[src/rtl/clk_speed_timer.sv]
// Two-digit BCD countdown timer stepped by rising edges of a selectable slow divider output.
// Optional build macro: CLK_TIMER_AUTO_RELOAD_EN (on expiry, reload the last start value and keep running).
module clk_speed_timer #(
  parameter logic [1:0] SEL_RESET   = 2'd2,
  parameter logic [7:0] DEFAULT_VAL = 8'h30
) (
  input  logic       clock_50,
  input  logic       reset,
  input  logic       c025hz,
  input  logic       c05hz,
  input  logic       c1hz,
  input  logic       c2hz,
  input  logic [1:0] sel,
  input  logic       start,
  input  logic       pause,
  input  logic [7:0] load_val,
  output logic [3:0] tens,
  output logic [3:0] units,
  output logic       running,
  output logic       done,
  output logic       expired
);

  typedef enum logic [1:0] {
    S_IDLE  = 2'd0,
    S_RUN   = 2'd1,
    S_PAUSE = 2'd2,
    S_DONE  = 2'd3
  } state_t;

  state_t     state_q;
  logic       src;
  logic       smp_q;
  logic       prev_q;
  logic [1:0] sel_q;
  logic       tick;
  logic [7:0] load;
  logic [7:0] dec;

  // SEL_RESET only records the divider's power-up choice; sel is always honoured.
  logic sel_reset_unused;
  assign sel_reset_unused = ^SEL_RESET;

  function automatic logic [7:0] sanitise(input logic [7:0] v);
    logic [3:0] t;
    logic [3:0] u;
    t = v[7:4];
    u = v[3:0];
    if (t > 4'd9 && u > 4'd9) return DEFAULT_VAL;
    if (t > 4'd9) t = 4'd9;
    if (u > 4'd9) u = 4'd9;
    return {t, u};
  endfunction

  always_comb begin
    src = c025hz;
    case (sel)
      2'd0:    src = c025hz;
      2'd1:    src = c05hz;
      2'd2:    src = c1hz;
      default: src = c2hz;
    endcase
  end

  always_ff @(posedge clock_50) begin
    if (!reset) begin
      smp_q  <= 1'b0;
      prev_q <= 1'b0;
      sel_q  <= sel;
    end else begin
      smp_q  <= src;
      prev_q <= smp_q;
      sel_q  <= sel;
    end
  end

  // A sel change masks the edge detector for the cycle in which sel and sel_q disagree.
  assign tick = smp_q & ~prev_q & (sel == sel_q);
  assign load = sanitise(load_val);

  always_comb begin
    if (units != 4'd0)     dec = {tens, units - 4'd1};
    else if (tens != 4'd0) dec = {tens - 4'd1, 4'd9};
    else                   dec = 8'h00;
  end

`ifdef CLK_TIMER_AUTO_RELOAD_EN
  logic [7:0] last_q;

  always_ff @(posedge clock_50) begin
    if (!reset)     last_q <= 8'h00;
    else if (start) last_q <= load;
  end
`endif

  always_ff @(posedge clock_50) begin
    if (!reset) begin
      state_q <= S_IDLE;
      tens    <= 4'd0;
      units   <= 4'd0;
      running <= 1'b0;
      done    <= 1'b0;
      expired <= 1'b0;
    end else begin
      done <= 1'b0;
      case (state_q)
        S_IDLE, S_DONE: begin
          if (start) begin
            {tens, units} <= load;
            if (load == 8'h00) begin
              state_q <= S_DONE;
              done    <= 1'b1;
              running <= 1'b0;
              expired <= 1'b1;
            end else begin
              state_q <= S_RUN;
              running <= 1'b1;
              expired <= 1'b0;
            end
          end
        end
        S_RUN: begin
          if (start) begin
            {tens, units} <= load;
          end else if (pause) begin
            state_q <= S_PAUSE;
            running <= 1'b0;
          end else if (tick && {tens, units} == 8'h01) begin
            done <= 1'b1;
`ifdef CLK_TIMER_AUTO_RELOAD_EN
            {tens, units} <= last_q;
`else
            {tens, units} <= 8'h00;
            state_q       <= S_DONE;
            running       <= 1'b0;
            expired       <= 1'b1;
`endif
          end else if (tick) begin
            {tens, units} <= dec;
          end
        end
        S_PAUSE: begin
          // Ticks arriving here are dropped; the edge detector keeps tracking.
          if (start) begin
            {tens, units} <= load;
            state_q       <= S_RUN;
            running       <= 1'b1;
          end else if (!pause) begin
            state_q <= S_RUN;
            running <= 1'b1;
          end
        end
        default: begin
          state_q <= S_IDLE;
          running <= 1'b0;
          expired <= 1'b0;
        end
      endcase
    end
  end

endmodule
[config.mk]
export PLATFORM = sky130hd
export DESIGN_NAME = clk_speed_timer
export DESIGN_NICKNAME = d
export VERILOG_FILES = /design/src/rtl/clk_speed_timer.sv
export SDC_FILE = /design/constraint.sdc
export NUM_CORES = 1
export LEC_CHECK = 0
export BUFFER_PORTS_ARGS = -buffer_cell sky130_fd_sc_hd__buf_4
export CAP_MARGIN = 30
export CORE_ASPECT_RATIO = 1.4
export CORE_MARGIN = 2
export CORE_UTILIZATION = 45
export DETAILED_ROUTE_END_ITERATION = 8
export GPL_ROUTABILITY_DRIVEN = 0
export PLACE_DENSITY = 0.7
export SETUP_SLACK_MARGIN = 0.2
export SLEW_MARGIN = 0
export SYNTH_ARGS = -nofsm -noshare
export SYNTH_HDL_FRONTEND = slang
export SYNTH_SLANG_ARGS = --single-unit
export TNS_END_PERCENT = 100
[constraint.sdc]
create_clock -name clock_50 -period 5.8 [get_ports clock_50]
set_clock_uncertainty 0.05 [all_clocks]
set_input_delay 0.58 -clock clock_50 [delete_from_list [all_inputs] [get_ports clock_50]]
set_output_delay 0.58 -clock clock_50 [all_outputs]
set_load 0.02 [all_outputs]
==> out/summary.txt, run 1 <==
Ys Warns = 0
Sequential Power Share = 43.4%
final cycle utilization of the critical path = 35.9%
Clock transition at path regs = 0.10 ns
total track usage = 21.1%
Compound-Gate Fraction of Synth Area = 24.9%
average wire per standard cell = 14.8 um
Multi-input gate area = 709 um^2
Final TNS setup = 0 ns
Synth cell types = 40
Max-Slew Margin vs Limit = 47.8%
hold slack = 0.357 ns
most numerous cell in the Yosys netlist = dfxtp_1
Max H-tree Level = 1
Crit. End Element = flop
CTS resizes = 0
Crit-path slowest cell = a21boi_1
Post-synth EDFFs = 0
CTS tree = built
Detailed Place HPWL = 2170 um
DR iter-0 viols = 45
CTS Buf Count = 3
register area share after synthesis = 31.1%
RSZ-0062 raised after global routing = false
DRT Wirelength = 2680 um
Die H = 62.4 um
Max-Cap Viols = 0
largest net degree at the start of global routing = 14
CP Cell Sequence = inv_1 > ha_1 > a21oi_1 > a21boi_1 > a221oi_1 > a211oi_1
Yosys top cell area share = 31.1%
post-synthesis mux area share = 5.71%
Layout Nets = 183
Crit Path Category = reg -> reg
Port-buffer cells = 28
Seq cells post-synth = 17
Post-Synth Adder-Cell Area = 6.86%
Final min period = 2.08 ns
share of cells above drive strength 1 = 24.7%
GRT met1 Usage = 23.9%
status = completed
diode count = 0
routed vias = 1108
CP Launch Type = flop
area leader, netlist = dfxtp_1
Peak Freq = 0.480 GHz
CP arrival = 2.25 ns
simple-gate share of the synthesized area = 24.1%
Root Driver = clkbuf_4
fill count = 218
area share of xor/xnor cells in the synthesized design = 3.20%
largest family of logic cells by synthesized area = compound AO/OA/AOI/OAI gates
cells taking the most area after synthesis = dfxtp_1, ha_1, o21ai_0
Sequential Area = 340 um^2
drt first pass iters = 4
busiest layer in global routing = met2
Initial Utilization = 46.8%
HP Class = in -> reg
Slew Limit Fails = 0
Avg Cell Area, Syn = 8.55 um^2
CTS max path bufs = 2
logic gate share of total power = 36.9%
IR drop worst, VDD = 125 uV
Mapped Nets = 152
CTS Hold Buffers Added = 0
area delta synth->final = 23.7%
pwr dens = 237 nW/um^2
Post-CTS Repair Setup Buffers = 0
GR Layer Usage met2 = 36.4%
first-pass GRT wire length = 4520 um
leakage = 0.564 nW
initial antenna violation count = 0
DRC Markers = 0
post-layout util = 57.9%
switching share of total power = 35.3%
die area = 2850 um^2
worst slew pin tran = 0.779 ns
Hold Violations, Final = 0
vias in the first global route = 1055
sw power = 0.113 mW
predominant post-synthesis flop cell = dfxtp_1
CTS sink cnt = 17
Clk pwr share = 19.7%
internal power = 0.208 mW
Core Area = 2340 um^2
CP max FO = 8
Synth Cell Area = 1090 um^2
met3 GRT Util = 2.33%
die width = 45.7 um
final setup vio count = 0
Gate Count Post-Synth = 128
Req. time, crit path = 5.97 ns
vias per cell = 6.12
CP peak stage delay = 0.48 ns
Std-Cell Rows = 21
commonest cells in the synthesized netlist = dfxtp_1, o21ai_0, inv_1, nand2_1
grt ovf = 0
I/O pin total = 29
clock latency on the worst-skew pair = 0.29 ns
Final ANT Viol Nets = 0
ys async rst share = 0%
## critical path, delay by kind of cell, from the launching register on
kind | cells | cell delay, ns
compound gates | 4 | 1.12
flops | 1 | 0.46
fa+ha+maj | 1 | 0.28
buf+inv | 1 | 0.10
## per-stage QoR
stage,power (mW),worst slack (ns),std cells,cell area (um^2)
2_1_floorplan,0.219,3.82,128,1090
3_3_place_gp,0.258,3.58,177,1330
3_5_place_dp,0.260,3.58,177,1330
4_1_cts,0.324,3.72,181,1350
5_1_grt,0.343,3.55,181,1350
6_report,0.321,3.72,181,1350
## state kept, by name (all words and copies together), names as in the netlist
register  flops
running       1
smp_q         1
units         4
sel_q         2
tens          4
prev_q        1
expired       1
done          1
state_q       2
## kinds of logic (layout without fill, tap and decap cells)
logic type                 count (synthesis)  count (layout)
and+or+nand+nor                           44              44
AOI/OAI and AO/OA                         40              40
DFF                                       17              17
buffers and inverters                     12              42
adders and majority gates                  6               6
muxes                                      5               5
xor gates and xnor gates                   4               4
## cell usage in the layout (no fill, tap or decap), types with 2 or more instances in the layout
| master | netlist | layout |
|---|---|---|
| buf_4 | 0 | 28 |
| dfxtp_1 | 17 | 17 |
| o21ai_0 | 11 | 11 |
| inv_1 | 10 | 10 |
| nand2_1 | 10 | 10 |
| nor2_1 | 7 | 7 |
| a21oi_1 | 7 | 7 |
| ha_1 | 6 | 6 |
| nor2b_1 | 4 | 4 |
| a211oi_1 | 4 | 4 |
| mux2i_1 | 4 | 4 |
| nand3_1 | 4 | 4 |
| xnor2_1 | 3 | 3 |
| a31oi_1 | 3 | 3 |
| nor4_1 | 3 | 3 |
| clkbuf_4 | 0 | 3 |
| and2_1 | 2 | 2 |
| nor3b_1 | 2 | 2 |
| or3_1 | 2 | 2 |
| a22oi_1 | 2 | 2 |
| o311a_1 | 2 | 2 |
| nand4_1 | 2 | 2 |
| nor3_1 | 2 | 2 |
| o211ai_1 | 2 | 2 |
## per-layer routing
layer,up-vias,routed length [um]
met4,0,63
li1,544,-
met5,-,0
met1,522,1120
met2,36,1360
met3,6,136
## power groups by stage
stage	clock network [mW]	registers, mW	logic (mW)
after floorplan	0	0.150	0.0691
after global placement	0	0.142	0.116
after detailed placement	0	0.142	0.118
after CTS	0.0663	0.140	0.118
after global routing	0.0710	0.141	0.131
final	0.0634	0.139	0.118
## path summary, 6_finish.rpt
path | from | end | slack [ns] | depth (start not counted)
min | sel[1] | sel_q[1] | 0.36 | 1
min reg2reg | running | running | 0.41 | 2
max | units[0] | units[1] | 3.72 | 6
max reg2reg | units[0] | units[1] | 3.72 | 6
## cell type report
type / instances / area share [%]
clock buffers: 3 / 1.66
clock inverters: 1 / 0.370
multi-input cells: 99 / 52.4
repair buffers: 28 / 15.5
inverters: 10 / 2.77
flip-flops and latches: 17 / 25.1
well taps: 23 / 2.13
(Power assumes the default switching activity.)
==> run 2, diff against run 1 <==
Clock period 5.8 ns to 1.92 ns, I/O delays scaled along.
==> out/summary.txt, run 2 (synthesized netlist as in run 1, its figures left out) <==
Crit Path Category = reg -> reg
Hold Violations, Final = 0 (unchanged)
vias per cell = 5.97 (-2.5%)
hold-critical path depth = 2 (+1)
failing checks = setup timing
status = finished, violations left
CP Launch Type = flop
CP top delay family = simple AND/OR/NAND/NOR gates
CTS tree = built
Max H-tree Level = 1 (unchanged)
initial antenna violation count = 0 (unchanged)
DRT Wirelength = 3090 um (+15%)
CTS max path bufs = 2 (unchanged)
RSZ-0062 raised after global routing = true
Max-Cap Viols = 0 (unchanged)
worst hold start = reset
CTS sink cnt = 17 (unchanged)
r2r startpoint = tens[0]
Max-Slew Margin vs Limit = 64.3% (+16 points)
Post-DP Area = 1450 um^2 (+9.2%)
IR drop worst, VDD = 477 uV (+280%)
Final TNS setup = -0.0112 ns (-0.0112 ns)
non-filler cells, final = 201 (+11%)
HP Class = in -> reg
CP max FO = 8 (unchanged)
grt ovf = 0 (unchanged)
first-pass GRT wire length = 5090 um (+13%)
Port-buffer cells = 28 (unchanged)
Die H = 62.4 um (unchanged)
CP peak stage delay = 0.40 ns (-0.08 ns)
diode count = 0 (unchanged)
Peak Freq = 0.518 GHz (+7.9%)
most frequent cells in the layout = buf_4, dfxtp_1, nand2_1, o21ai_0, inv_1
Final min period = 1.93 ns (-0.153 ns)
Final ANT Viol Nets = 0 (unchanged)
CP bufs+invs = 2 (+1)
most common cell after layout, fill and taps aside = buf_4
routed vias = 1200 (+8.3%)
pwr dens = 689 nW/um^2 (+190%)
DRC Markers = 0 (unchanged)
drt first pass iters = 4 (unchanged)
R2R setup slack = -0.01 ns (-3.73 ns)
CTS Buf Count = 3 (unchanged)
Clock transition at path regs = 0.11 ns (about the same)
Root Driver = clkbuf_4
largest registers = tens x4, units x4
average wire per standard cell = 15.4 um (+3.8%)
die area = 2850 um^2 (unchanged)
Std-Cell Rows = 21 (unchanged)
Req. time, crit path = 2.09 ns (-3.88 ns)
design area = 1620 um^2 (+20%)
worst slew pin tran = 0.531 ns (-0.248 ns)
Crit-path slowest cell = or3b_4
final cycle utilization of the critical path = 101% (+65 points)
post-layout util = 69.2% (+11 points)
met3 GRT Util = 4.07% (+1.7 points)
area delta synth->final = 47.9%
die width = 45.7 um (unchanged)
clock latency on the worst-skew pair = 0.32 ns (+0.03 ns)
CP arrival = 2.10 ns (-0.15 ns)
largest net degree at the start of global routing = 14 (unchanged)
final setup vio count = 2 (+2)
share of cells above drive strength 1 = 42.1% (+17 points)
Initial Utilization = 46.8% (unchanged)
GR Layer Usage met2 = 40.3% (+3.9 points)
leakage = 0.677 nW (+20%)
Layout Nets = 203 (+11%)
I/O pin total = 29 (unchanged)
total track usage = 23.6% (+2.6 points)
Core Area = 2340 um^2 (unchanged)
busiest layer in global routing = met2
vias in the first global route = 1250 (+18%)
Final Worst Setup Slack = -0.0109 ns (-3.73 ns)
CP Cell Sequence = inv_4 > ha_4 > or3b_4 > nor3_4 > buf_4 > a21boi_4 > or3_1 > o211a_1
Slew Limit Fails = 0 (unchanged)
WHS Endpoint = state_q[0]
Detailed Place HPWL = 2270 um (+4.8%)
Crit. End Element = flop
dpl cells = 190 (+7.3%)
r2r endpoint = tens[3]
reg2reg path depth = 8 (+2)
GRT met1 Usage = 26.3% (+2.3 points)
DR iter-0 viols = 19 (-58%)
[run 2: report_power, final]
| part | switching (mW) | internal, mW |
|---|---|---|
| Clock | 0.134 | 0.0782 |
| Combinational | 0.245 | 0.240 |
| Sequential | 0.0286 | 0.390 |
[run 2: timing repair]
item                                   CTS  global route
hold buffers                             2             0
pin swaps                                1             5
buffers inserted                         1             4
gates cloned                             0             0
resized for setup                       10            10
endpoints found under the hold margin    2             0
setup endpoints to repair               13            13
[run 2: area by class of cell]
cell class              count  area [um^2]
multi-input cells          99          805
fillers                   203          719
repair buffers             48          369
flip-flops and latches     17          349
inverters                  10         40.0
well taps                  23         28.8
clock buffers               3         22.5
clock inverters             1         5.00
[run 2: per-layer routing]
layer	wire length [um]	part of all wire, %
met2	1640	53
met4	97	3.1
met3	189	6.1
met5	0	0
met1	1160	38
[run 2: how the worst max path moves through the flow]
stage,start,end,cells past startpoint
global placement,tens[0],done,7
floorplan,tens[0],done,7
detailed placement,tens[0],done,7
global route,tens[0],done,7
CTS,tens[0],done,7
finish,tens[0],tens[3],8
[run 2: metrics by stage]
stage | worst slack [ns] | total power, mW | hold slack [ns]
after floorplan | 0.00639 | 0.670 | 0.170
after global placement | 0.0304 | 0.827 | 0.273
after detailed placement | -0.00330 | 0.833 | 0.276
after CTS | -0.0302 | 1.07 | 0.124
after global routing | -0.0764 | 1.18 | 0.130
final | -0.0109 | 1.12 | 0.128
